===== src/rtl/count_seq_ctrl.sv =====
// rtl/count_seq_ctrl.sv - round-robin sweep sequencer driving a shared 4-bit up/down counter
module count_seq_ctrl #(
    parameter int W    = 4,
    parameter int NREQ = 2
) (
    input  logic              clk,
    input  logic              rst,
    input  logic [NREQ-1:0]   req_valid,
    input  logic [NREQ*W-1:0] req_start,
    input  logic [NREQ*W-1:0] req_target,
    input  logic [NREQ-1:0]   req_dir,
    output logic [NREQ-1:0]   req_ready,
    output logic [NREQ-1:0]   done,
    output logic              busy,
    output logic              gnt_id,
    input  logic [W-1:0]      count,
    output logic [W-1:0]      d_in,
    output logic              load,
    output logic              up_dn
);

    typedef enum logic [1:0] {IDLE, LOAD, RUN, DONE} state_t;

    state_t         state;
    logic           rr_ptr;
    logic           gnt_q;
    logic [W-1:0]   cap_start;
    logic [W-1:0]   cap_target;
    logic           cap_dir;

    logic           any_req;
    logic           grant;
    logic [W-1:0]   nxt;
    logic [W-1:0]   sel_start;
    logic [W-1:0]   sel_target;
    logic           sel_dir;

    // rr_ptr names the requester that wins a tie; the winner hands priority to the other
    always_comb begin
        any_req    = |req_valid;
        grant      = (req_valid == 2'b11) ? rr_ptr : req_valid[1];
        sel_start  = grant ? req_start[2*W-1:W]  : req_start[W-1:0];
        sel_target = grant ? req_target[2*W-1:W] : req_target[W-1:0];
        sel_dir    = grant ? req_dir[1] : req_dir[0];
        nxt        = cap_dir ? count + 1'b1 : count - 1'b1;
    end

    always_ff @(posedge clk) begin
        if (rst) begin
            state      <= IDLE;
            rr_ptr     <= 1'b0;
            gnt_q      <= 1'b0;
            cap_start  <= '0;
            cap_target <= '0;
            cap_dir    <= 1'b0;
        end else begin
            case (state)
                IDLE: begin
                    if (any_req) begin
                        gnt_q      <= grant;
                        rr_ptr     <= ~grant;
                        cap_start  <= sel_start;
                        cap_target <= sel_target;
                        cap_dir    <= sel_dir;
                        state      <= LOAD;
                    end
                end
                LOAD:    state <= (cap_start == cap_target) ? DONE : RUN;
                RUN:     if (nxt == cap_target) state <= DONE;
                DONE:    state <= IDLE;
                default: state <= IDLE;
            endcase
        end
    end

    // Outside RUN the counter is always loaded, so it holds its value while idle
    always_comb begin
        req_ready = '0;
        done      = '0;
        busy      = 1'b0;
        gnt_id    = 1'b0;
        d_in      = '0;
        load      = 1'b0;
        up_dn     = 1'b0;
        if (!rst) begin
            gnt_id = gnt_q;
            case (state)
                IDLE: begin
                    load = 1'b1;
                    d_in = count;
                    if (any_req) req_ready = grant ? 2'b10 : 2'b01;
                end
                LOAD: begin
                    busy = 1'b1;
                    load = 1'b1;
                    d_in = cap_start;
                end
                RUN: begin
                    busy  = 1'b1;
                    up_dn = cap_dir;
                end
                DONE: begin
                    busy = 1'b1;
                    load = 1'b1;
                    d_in = count;
                    done = gnt_q ? 2'b10 : 2'b01;
                end
                default: ;
            endcase
        end
    end

endmodule

===== config.mk =====
export PLATFORM = sky130hd
export DESIGN_NAME = count_seq_ctrl
export DESIGN_NICKNAME = d
export VERILOG_FILES = /design/src/rtl/count_seq_ctrl.sv
export SDC_FILE = /design/constraint.sdc
export NUM_CORES = 1
export LEC_CHECK = 0
export CORE_MARGIN = 2
export CORE_UTILIZATION = 40
export DETAILED_ROUTE_END_ITERATION = 10
export GPL_ROUTABILITY_DRIVEN = 0
export PLACE_DENSITY = 0.8
export SYNTH_ARGS = -nofsm -noshare
export SYNTH_HDL_FRONTEND = slang
export SYNTH_SLANG_ARGS = --single-unit

===== constraint.sdc =====
create_clock -name clk -period 5.2 [get_ports clk]
set_input_delay 1.04 -clock clk [delete_from_list [all_inputs] [get_ports clk]]
set_output_delay 1.04 -clock clk [all_outputs]
set_load 0.02 [all_outputs]

==> run_results.csv, run 1 <==
group,metric,value,unit
yosys,synth_compound_area_share,21.8,%
yosys,synth_cells,107,
setup_path,cp-start-kind,"input port",
outcome,outcome,"complete, no violations",
setup_path,worstPathMaxFanout,21,
final_layout,fin_cells,174,
yosys,syn_area_per_cell,8.74,µm²
routing,wl_per_cell,13.8,µm
floorplanning,rows,17,
yosys,synth_top_family_by_area,"compound AO/OA/AOI/OAI gates",
yosys,async_flop_share,0,%
yosys,synth.distinct_cells,32,
clocking,cts_root_buf,"clkbuf_4",
placement,hpwl,1960,µm
min_path,whs_path_depth,2,
placement,placedInstanceArea,1340,µm²
floorplanning,die-area,2740,µm²
routing,drt-total-wl,2410,µm
routing,dr.pass1.iters,4,
clocking,cts_buffers,3,
clocking,clk_pin_slew_worst_paths,0.08,ns
clocking,clock_sinks,13,
final_layout,antenna_cells,0,
setup_path,r2r_cells,7,
clocking,cts_tree,"yes",
yosys,yosysWarnings,0,
global_route,antenna_found_initial,0,
global_route,first_global_vias,863,
floorplanning,fp.dieW,52.3,µm
setup_path,crit_path_end_kind,"output pin",
global_route,grt_start_max_net_pins,22,
yosys,synthSimpleGateAreaFrac,17.0,%
sta,fmax,250,MHz
sta,rsz0062_at_grt,"false",
clocking,clock_latency,0.28,ns
min_path,worstHoldStart,"cap_start[0]$_SDFFE_PP0P_",
sta,finalSetupViolCount,0,
sta,maxSlewHeadroom,52.3,%
routing,drcViolationCount,0,
yosys,synth_seq_cells,13,
yosys,netlist_area,935,µm²
routing,dr_total_vias,910,
sta,finClkSkew,0.00210,ns
setup_path,worstPathArrival,2.95,ns
setup_path,path_cells,"clkdlybuf4s50_1, inv_1, and3_1, clkdlybuf4s50_1",
min_path,holdPathEnd,"cap_start[0]$_SDFFE_PP0P_",
setup_path,r2r_setup_slack,3.29,ns
setup_path,cp_slowest_cell,"clkdlybuf4s50_1",
sta,worstMarginPinSlew,0.713,ns
placement,dp_cells,170,
final_layout,fillers,198,
routing,viasPerCell,5.23,
placement,port_buffers,37,
setup_path,reg2reg_to,"state[1]$_SDFFE_PP0P_",
floorplanning,core_area,2210,µm²
setup_path,crit_type,"input port to output pin",
clocking,cts_resized,0,
global_route,grt_pass1_wl,3850,µm
setup_path,cp_data_required_time,4.16,ns
yosys,synth_xor_area_share,11.6,%
sta,report.final.slew_viol_count,0,
final_layout,area_delta_synth_final,45.6,%
routing,antenna_left,0,
setup_path,slowest_delay,0.93,ns
job,maxCapViolations,0,
final_layout,layout_common_cells,"37 x clkdlybuf4s50_1, 13 x dfxtp_1, 11 x nor2_1",
clocking,cts_setup_buffers,0,
yosys,synthFlopType,"dfxtp_1",
final_layout,final_layout_size_suffix_gt1_share,6.85,%
yosys,muxShareOfSynthArea,6.43,%
floorplanning,die_y,52.3,µm
setup_path,cp_common_cell,"clkdlybuf4s50_1",
floorplanning,initial_core_util,42.3,%
power,p_per_area,440,nW/µm²
global_route,overflow,0,
final_layout,layout_commonest_cell,"clkdlybuf4s50_1",
setup_path,path_buf_inv,3,
yosys,synth_seq_area_share,27.8,%
setup_path,path_delay_family,"buffers and inverters",
sta,hold_slack,0.514,ns
clocking,htree_levels,1,
floorplanning,io_pins,38,
global_route,grt_usage,19.3,%
yosys,synth_edf_count,0,
setup_path,regToRegStartpoint,"cap_dir$_SDFFE_PP0P_",
sta,period_share,76.8,%
sta,finalWorstSetupSlack,1.21,ns
sta,post-route-min-period,3.99,ns
power,ir_drop,0.309,mV
yosys,synthesis.nets,141,
sta,setup-tns-final,0,ns
placement,pre_cts_slack,1.20,ns
final_layout,nNetsFinal,181,
clocking,ctsHoldBuffers,0,
yosys,synthAdderAreaFrac,11.5,%
min_path,hold_class,"flip-flop to flip-flop",
clocking,cts_buffer_depth,2,
power,p_leak,0.000555,µW
sta,hold_violations,0,
routing,drtIter0Drc,18,
final_layout,final_area,1360,µm²
-- area by class of cell --
type	count	area, µm²	share of cell area, %
flip-flops and latches	13	260	19.1
multi-input cells	85	639	47.0
well taps	28	35.0	2.57
clock buffers	4	26.3	1.93
repair buffers	38	378	27.8
inverters	6	22.5	1.65
-- worst register-to-register path, stage by stage (launching register included) --
cell,delay [ns]
dfxtp_1,0.37
inv_1,0.11
fa_1,0.41
xnor3_1,0.31
nand3_2,0.09
a22o_1,0.20
a21oi_2,0.15
mux2i_1,0.21
-- where the power goes --
part           switching [µW]  total (µW)  internal, µW
Sequential               36.4         167           131
Clock                    34.8        64.6          29.7
Combinational             190         368           178
Total                     261         599           338
-- worst max-delay path by stage --
| stage | cells after the start | start | endpoint |
|---|---|---|---|
| final | 4 | rst | up_dn |
| after global routing | 4 | rst | up_dn |
| after CTS | 4 | rst | up_dn |
| after detailed placement | 4 | rst | up_dn |
| after global placement | 4 | rst | up_dn |
| after floorplan | 2 | rst | done[0] |
-- synthesized netlist by cell type (2+ instances only) --
cell	count	area, µm²
a211oi_1	5	37.5
a21oi_1	7	35.0
a22oi_1	8	60.1
and3_1	3	18.8
clkbuf_1	2	7.51
dfxtp_1	13	260
ha_1	7	87.6
inv_1	5	18.8
mux2i_1	6	60.1
nand2_1	6	22.5
nand3_1	2	10.0
nor2_1	11	41.3
nor2b_1	2	12.5
nor3_1	6	30.0
xnor2_1	7	61.3
-- flip-flops by register name, indices dropped and copies added (netlist names) --
name and cells:
cap_dir 1, cap_start 4, cap_target 4, gnt_q 1
rr_ptr 1, state 2
-- per-layer routing --
metal / vias up / global-route usage, % / wire (µm)
li1: 459 / - / -
met1: 420 / 24.1 / 1080
met2: 29 / 32.7 / 1200
met3: 2 / 3.71 / 115
met4: 0 / 6.84 / 14
met5: - / 0 / 0
-- cells by family (layout without fill, tap and decap cells) --
logic type / count (synthesis) / count (layout)
AND/OR/NAND/NOR: 33 / 33
AO/OA/AOI/OAI: 28 / 28
flip-flops: 13 / 13
XOR/XNOR: 10 / 10
buffers and inverters: 9 / 48
adder cells (fa/ha/maj): 8 / 8
multiplexers: 6 / 6
-- per-stage QoR --
step	power, µW	util (%)
finish	599	61.5
global route	651	61.5
CTS	601	61.5
detailed placement	535	60.4
global placement	523	60.4
floorplan	418	-
No activity file was read; power rests on OpenSTA's default activity.
==> run 2: changes to the inputs <==
==> constraint.sdc (replaced) <==
create_clock -name clk -period 4 [get_ports clk]
set_input_delay 0.8 -clock clk [delete_from_list [all_inputs] [get_ports clk]]
set_output_delay 0.8 -clock clk [all_outputs]
set_load 0.02 [all_outputs]
==> run_results.csv, run 2 (synthesized netlist as in run 1, its figures left out) <==
group,metric,value,unit
outcome,outcome,"complete, no violations",
placement,port_buffers,37,
sta,worstMarginPinSlew,0.515,ns
final_layout,nNetsFinal,182,
global_route,grt_start_max_net_pins,14,
global_route,antenna_found_initial,0,
sta,period_share,82.5,%
floorplanning,rows,17,
power,p_leak,0.000559,µW
sta,setup-tns-final,0,ns
setup_path,worstPathMaxFanout,13,
routing,antenna_left,0,
setup_path,cp_data_required_time,3.20,ns
final_layout,fillers,212,
clocking,clock_sinks,13,
floorplanning,die_y,52.3,µm
sta,report.final.slew_viol_count,0,
clocking,htree_levels,1,
floorplanning,core_area,2210,µm²
sta,maxSlewHeadroom,65.4,%
sta,post-route-min-period,3.30,ns
final_layout,final_layout_size_suffix_gt1_share,7.48,%
floorplanning,fp.dieW,52.3,µm
clocking,clk_pin_slew_worst_paths,0.08,ns
clocking,cts_tree,"yes",
routing,wl_per_cell,13.6,µm
setup_path,regToRegStartpoint,"cap_dir$_SDFFE_PP0P_",
global_route,grt_pass1_wl,3910,µm
floorplanning,initial_core_util,42.3,%
final_layout,area_delta_synth_final,46.5,%
sta,finClkSkew,0.0114,ns
clocking,cts_setup_buffers,0,
power,p_per_area,567,nW/µm²
clocking,cts_resized,0,
sta,finalSetupViolCount,0,
sta,rsz0062_at_grt,"false",
routing,drt-total-wl,2380,µm
global_route,overflow,0,
min_path,whs_path_depth,2,
final_layout,layout_common_cells,"37 x clkdlybuf4s50_1, 13 x dfxtp_1, 11 x nor2_1",
global_route,grt_usage,19.5,%
job,maxCapViolations,0,
floorplanning,die-area,2740,µm²
setup_path,r2r_cells,7,
global_route,first_global_vias,902,
sta,fmax,303,MHz
final_layout,multi_input_area,639,µm²
clocking,ctsHoldBuffers,0,
power,ir_drop,0.322,mV
final_layout,regArea,260,µm²
final_layout,layout_commonest_cell,"clkdlybuf4s50_1",
clocking,cts_buffer_depth,2,
setup_path,worstPathArrival,2.50,ns
final_layout,fin_util,61.9,%
routing,dr.pass1.iters,4,
setup_path,crit_start,"req_valid[1]",
clocking,clock_latency,0.28,ns
clocking,cts_buffers,3,
setup_path,cp-start-kind,"input port",
min_path,hold_class,"flip-flop to flip-flop",
final_layout,reg_top3,"cap_start x4, cap_target x4, state x2",
routing,dr_total_vias,921,
setup_path,crit_path_end_kind,"output pin",
routing,drtIter0Drc,6,
min_path,worstHoldStart,"cap_target[2]$_SDFFE_PP0P_",
clocking,cts_root_buf,"clkbuf_4",
routing,viasPerCell,5.26,
placement,hpwl,1960,µm
floorplanning,io_pins,38,
setup_path,crit_type,"input port to output pin",
routing,drcViolationCount,0,
final_layout,antenna_cells,0,
sta,hold_violations,0,
## run 2: cell type report
type,instances,share of cell area [%]
repair buffers,39,28.2
clock buffers,4,1.92
inverters,6,1.65
flip-flops and latches,13,19.0
well taps,28,2.56
multi-input cells,85,46.7
## run 2: worst paths after layout
check | end | slack [ns]
setup / recovery | req_ready[0] | 0.70
hold / removal | cap_target[2]$_SDFFE_PP0P_ | 0.50
setup reg to reg | state[0]$_SDFFE_PP0P_ | 2.12
hold reg to reg | cap_target[2]$_SDFFE_PP0P_ | 0.50
## run 2: power by group
group / switching [µW] / internal, µW / total (µW)
clock: 44.8 / 38.6 / 83.4
combinational: 245 / 232 / 477
sequential: 46.3 / 170 / 216
total: 336 / 440 / 777
## run 2: worst max-delay path: stages
cell and delay (ns):
clkdlybuf4s50_1 0.55, nor2_1 0.10, nor2b_1 0.11, buf_4 0.18, and3_1 0.16, clkdlybuf4s50_1 0.59
## run 2: metrics by stage
stage | hold slack (ns) | cells | setup slack, ns | area (µm²) | total power (µW)
final | 0.502 | 175 | 0.699 | 1370 | 777
after global routing | 0.541 | 175 | 0.623 | 1370 | 847
after global placement | 0.493 | 171 | 0.739 | 1340 | 681
after detailed placement | 0.489 | 171 | 0.707 | 1340 | 697
after CTS | 0.506 | 175 | 0.700 | 1370 | 783
after floorplan | 0.459 | 107 | 1.68 | 935 | 543
## run 2: metal layers
layer | global-route usage [%] | vias to the layer above | routed length, µm
met1 | 23.6 | 420 | 1010
met4 | 6.41 | 0 | 27
li1 | - | 465 | -
met3 | 3.71 | 4 | 131
met5 | 0 | - | 0
met2 | 34.4 | 32 | 1210
